--- src/rtl/counter_bank.sv ---
// Bank of NCH independent up/down counters with load, terminal-count pulse and sticky overflow.
// Latency: cnt/tc/ovf/any_tc update on the same edge that samples the controls (1 register stage).
// Backpressure: none; every control input is accepted on every clock edge.
module counter_bank #(
    parameter int unsigned WIDTH  = 8,
    parameter int unsigned NCH    = 4,
    parameter int unsigned MAXVAL = (2 ** WIDTH) - 1,
    parameter int unsigned SAT    = 0
) (
    input  logic                 clk_i,
    input  logic                 rst_i,
    input  logic [NCH-1:0]       en_i,
    input  logic [NCH-1:0]       dir_i,
    input  logic [NCH-1:0]       load_i,
    input  logic [NCH*WIDTH-1:0] load_val_i,
    input  logic [NCH-1:0]       clr_ovf_i,
    output logic [NCH*WIDTH-1:0] cnt_o,
    output logic [NCH-1:0]       tc_o,
    output logic [NCH-1:0]       ovf_o,
    output logic                 any_tc_o
);

    // Upper limit and unit step, both held at counter width so no
    // intermediate value ever needs more than WIDTH bits.
    localparam logic [WIDTH-1:0] MAX_C  = WIDTH'(MAXVAL);
    localparam logic [WIDTH-1:0] ZERO_C = '0;
    localparam logic [WIDTH-1:0] ONE_C  = WIDTH'(1);
    localparam bit               SAT_C  = (SAT != 0);

    logic [WIDTH-1:0] cnt_q [NCH];
    logic [WIDTH-1:0] cnt_d [NCH];
    logic [NCH-1:0]   tc_q;
    logic [NCH-1:0]   tc_d;
    logic [NCH-1:0]   ovf_q;
    logic [NCH-1:0]   ovf_d;
    logic             any_tc_q;
    logic             any_tc_d;

    // Load values above the limit are clipped to the limit.
    function automatic logic [WIDTH-1:0] clamp_f(input logic [WIDTH-1:0] v);
        return (v > MAX_C) ? MAX_C : v;
    endfunction

    // Per-channel next state: load beats enable, enable beats hold.
    // A step from a limit raises tc and either wraps or sticks at that limit.
    always_comb begin
        tc_d  = '0;
        ovf_d = ovf_q;
        for (int i = 0; i < NCH; i++) begin
            cnt_d[i] = cnt_q[i];
            if (load_i[i]) begin
                cnt_d[i] = clamp_f(load_val_i[i*WIDTH +: WIDTH]);
            end else if (en_i[i]) begin
                if (dir_i[i]) begin
                    if (cnt_q[i] == MAX_C) begin
                        tc_d[i]  = 1'b1;
                        cnt_d[i] = SAT_C ? MAX_C : ZERO_C;
                    end else begin
                        cnt_d[i] = cnt_q[i] + ONE_C;
                    end
                end else begin
                    if (cnt_q[i] == ZERO_C) begin
                        tc_d[i]  = 1'b1;
                        cnt_d[i] = SAT_C ? ZERO_C : MAX_C;
                    end else begin
                        cnt_d[i] = cnt_q[i] - ONE_C;
                    end
                end
            end
            // A new terminal count takes precedence over a same-edge clear.
            if (tc_d[i]) begin
                ovf_d[i] = 1'b1;
            end else if (clr_ovf_i[i]) begin
                ovf_d[i] = 1'b0;
            end
        end
        any_tc_d = |tc_d;
    end

    // State registers; synchronous active-low reset discards everything.
    always_ff @(posedge clk_i) begin
        if (!rst_i) begin
            for (int i = 0; i < NCH; i++) begin
                cnt_q[i] <= '0;
            end
            tc_q     <= '0;
            ovf_q    <= '0;
            any_tc_q <= 1'b0;
        end else begin
            for (int i = 0; i < NCH; i++) begin
                cnt_q[i] <= cnt_d[i];
            end
            tc_q     <= tc_d;
            ovf_q    <= ovf_d;
            any_tc_q <= any_tc_d;
        end
    end

    // Flatten the per-channel counts onto the packed output bus.
    for (genvar g = 0; g < NCH; g++) begin : g_cnt_out
        assign cnt_o[g*WIDTH +: WIDTH] = cnt_q[g];
    end

    assign tc_o     = tc_q;
    assign ovf_o    = ovf_q;
    assign any_tc_o = any_tc_q;

endmodule

--- config.mk ---
export PLATFORM = sky130hd
export DESIGN_NAME = counter_bank
export DESIGN_NICKNAME = d
export VERILOG_FILES = /design/src/rtl/counter_bank.sv
export SDC_FILE = /design/constraint.sdc
export NUM_CORES = 1
export LEC_CHECK = 0
export CAP_MARGIN = 20
export CORE_ASPECT_RATIO = 1.2
export CORE_UTILIZATION = 54
export CTS_BUF_LIST = sky130_fd_sc_hd__clkbuf_4 sky130_fd_sc_hd__clkbuf_8
export CTS_CLUSTER_DIAMETER = 60
export DETAILED_ROUTE_END_ITERATION = 10
export PLACE_DENSITY = 0.91
export SLEW_MARGIN = 20
export SYNTH_ARGS = -nofsm -noshare
export SYNTH_HDL_FRONTEND = slang
export SYNTH_SLANG_ARGS = --single-unit
--- constraint.sdc ---
create_clock -name clk_i -period 3.39 [get_ports clk_i]
set_input_delay 0.678 -clock clk_i [delete_from_list [all_inputs] [get_ports clk_i]]
set_output_delay 0.678 -clock clk_i [all_outputs]
set_load 0.05 [all_outputs]
==> flow_summary_export.csv <==
group,metric,value,unit
status,status,"finished clean",
worst_setup_path,worstPathMaxFanout,11,
pwr,p_clk_share,22.7,%
finish,drive_gt1_share,4.642,%
worst_setup_path,reg2reg_depth,7,
worst_setup_path,path_buf_inv,1,
clock_network,clk_latency,0.30,ns
clock_network,cts_resized,0,
finish,final_common_cell,"clkdlybuf4s50_1",
place,finalWeightedCongestion,0.9421,
finish,antenna_cells,0,
worst_setup_path,worstSetupStartpoint,"cnt_q[3][0]$_SDFFE_PN0P_",
flow_run,drv_cap,0,
pwr,power.switching,0.5827,mW
clock_network,path_clk_slew,0.09,ns
synth,synthCells,450,
detailed_routing,totalWireLength,9525,µm
timing,fin_crit_sh,72.93,%
pwr,ir_worst_vdd,0.2232,mV
place,placed_cells,589,
floorplan,core_area,5705,µm²
worst_setup_path,cp_data_required_time,2.71,ns
timing,rsz0062_at_grt,"no",
timing,timing.slew.headroom,54.12,%
timing,worst_slew_pin_slew,0.6829,ns
pwr,powerDensity,350.7,nW/µm²
clock_network,clock_sinks,41,
timing,drv_slew,0,
finish,final_cells,597,
synth,ys_seq_area_share,25.36,%
clock_network,cts_tree,"yes",
detailed_routing,drc,0,
worst_setup_path,r2r_start,"cnt_q[3][0]$_SDFFE_PN0P_",
finish,layout_common_cells,"90 x clkdlybuf4s50_1, 44 x nand2_1, 41 x dfxtp_1, 39 x a21oi_1, 37 x nor2_1",
clock_network,cts_buffer_depth,2,
pwr,intPower,0.8875,mW
synth,yosys_register_bits,41,
finish,synthToLayoutAreaGrowth,29.49,%
detailed_routing,first_pass_iters,5,
worst_setup_path,worstSetupPathDepth,1,
floorplan,die-area,6309,µm²
synth,syn_nets,512,
global_routing,antenna_found_initial,0,
detailed_routing,via_count,3672,
floorplan,start_util,56.73,%
timing,tns,0,ns
clock_network,cts_made_buffers,5,
pwr,leakagePower,1.501,nW
timing,fmax,404.5,MHz
worst_setup_path,path_delay_family,"buffers and inverters",
synth,ys_types,70,
synth,synth_area,3237,µm²
global_routing,overflow,0,
worst_hold_path,hold_path_class,"reg -> reg",
global_routing,grt_pass1_vias,3366,
worst_setup_path,cp-start-kind,"flip-flop",
worst_setup_path,slowest_stage,"clkdlybuf4s50_1",
pwr,p_comb_share,36.9,%
worst_setup_path,endpoint_kind,"primary output",
finish,final_nets,578,
place,hpwlAfterDp,6711,µm
clock_network,ctsHoldBuffers,0,
worst_setup_path,reg2reg_to,"cnt_q[3][5]$_SDFFE_PN0P_",
synth,yosys_warnings,0,
worst_setup_path,critPathCapture,"cnt_o[24]",
synth,synth_async_sr_flop_share,0,%
place,io_buffers,90,
detailed_routing,viasPerCell,6.151,
timing,clock_skew,0.01279,ns
worst_setup_path,path_cells,"clkdlybuf4s50_1",
clock_network,clock-root-buffer,"clkbuf_8",
global_routing,grt_max_degree,25,
floorplan,ios,91,
global_routing,grt_first_pass_wirelength,15350,µm
detailed_routing,drt-initial-drc-count,369,
global_routing,track_usage,30.50,%
clock_network,ctsHtreeMaxLevel,2,
clock_network,post-cts-setup-buffers,0,
synth,synth_edf_count,0,
worst_setup_path,path_class,"reg -> out",
timing,setup_violations,0,
detailed_routing,ant_nets,0,
timing,period_minus_slack,2.472,ns
detailed_routing,wl_per_cell,15.95,µm
worst_setup_path,slowest_delay,0.89,ns
worst_hold_path,worstHoldPathCells,2,
pwr,p_sw_share,39.63,%
floorplan,fp.dieW,72.68,µm
timing,hold_viol_final,0,
synth,synth_top_flop_cell,"dfxtp_1",
floorplan,placementRows,30,
pwr,p_seq_share,40.5,%
synth,syn_area_per_cell,7.193,µm²
floorplan,die_height,86.81,µm
worst_setup_path,arrival,1.79,ns
worst_setup_path,r2r_slack,1.32,ns
[state kept, by name, summed over array words and instances (netlist names)]
register / flops
cnt_q: 32
tc_o: 4
any_tc_o: 1
ovf_o: 4
[how the worst min path moves through the flow]
stage	start	end	slack, ns
floorplan	ovf_o[1]$_SDFFE_PN0P_	ovf_o[1]$_SDFFE_PN0P_	0.69
global placement	ovf_o[2]$_SDFFE_PN0P_	ovf_o[2]$_SDFFE_PN0P_	0.46
detailed placement	ovf_o[2]$_SDFFE_PN0P_	ovf_o[2]$_SDFFE_PN0P_	0.46
CTS	ovf_o[2]$_SDFFE_PN0P_	ovf_o[2]$_SDFFE_PN0P_	0.48
global route	ovf_o[1]$_SDFFE_PN0P_	ovf_o[1]$_SDFFE_PN0P_	0.51
finish	ovf_o[2]$_SDFFE_PN0P_	ovf_o[2]$_SDFFE_PN0P_	0.48
[cell families (layout without fill, tap and decap cells)]
family	Yosys count	count (layout)	share of synthesized area [%]
AND/OR/NAND/NOR	178	178	29.03
AO/OA/AOI/OAI	145	145	28.76
buffers and inverters	57	124	7.460
flip-flops	41	41	25.36
XOR/XNOR	14	14	3.788
adder cells (fa/ha/maj)	12	12	4.638
multiplexers	3	3	0.9664
[cells in the mapped netlist, types with 6 or more instances]
master | count | share of area [%]
nand2_1 | 44 | 5.1
dfxtp_1 | 41 | 25
a21oi_1 | 39 | 6.0
nor2_1 | 37 | 4.3
clkbuf_1 | 25 | 2.9
nor3_1 | 25 | 3.9
o21ai_0 | 21 | 3.2
inv_1 | 18 | 2.1
o21ai_1 | 18 | 2.8
nand3_1 | 13 | 2.0
ha_1 | 12 | 4.6
xnor2_1 | 11 | 3.0
a211oi_1 | 9 | 2.1
nand4_1 | 9 | 1.7
nand2b_1 | 8 | 1.5
o211ai_1 | 8 | 1.9
a31oi_1 | 6 | 1.2
and3_1 | 6 | 1.2
[layout make-up]
class | count | area (µm²)
multi-input combinational | 352 | 2175
fill | 447 | 1514
timing repair buffer | 93 | 923.4
sequential | 41 | 820.8
tap | 80 | 100.1
inverter | 23 | 86.33
clock buffer | 5 | 68.82
clock inverter | 3 | 17.52
[power groups by stage]
stage	Sequential, mW	Clock [mW]	Combinational (mW)
2_1_floorplan	0.671	0	0.291
3_3_place_gp	0.600	0	0.521
3_5_place_dp	0.603	0	0.534
4_1_cts	0.592	0.336	0.538
5_1_grt	0.603	0.359	0.583
6_report	0.595	0.333	0.542
[layer usage]
layer  up-vias  wire length, µm  global-route usage [%]
met5         -                0                       0
met4         0              204                   11.23
met3        24              627                   4.070
met2       188             4851                   53.70
met1      1689             3842                   37.51
li1       1771                -                       -
[metrics by stage]
step | total power, mW | util, % | hold WS (ns) | area (µm²) | worst slack [ns]
after floorplan | 0.9621 | - | 0.6899 | 3237 | 1.063
after global placement | 1.121 | 71.95 | 0.4586 | 4105 | 0.7424
after detailed placement | 1.136 | 71.95 | 0.4630 | 4105 | 0.6697
after CTS | 1.465 | 73.46 | 0.4832 | 4192 | 0.9243
after global routing | 1.544 | 73.46 | 0.5060 | 4192 | 0.8212
final | 1.470 | 73.46 | 0.4801 | 4192 | 0.9178
Power figures use the tool's default switching activity.
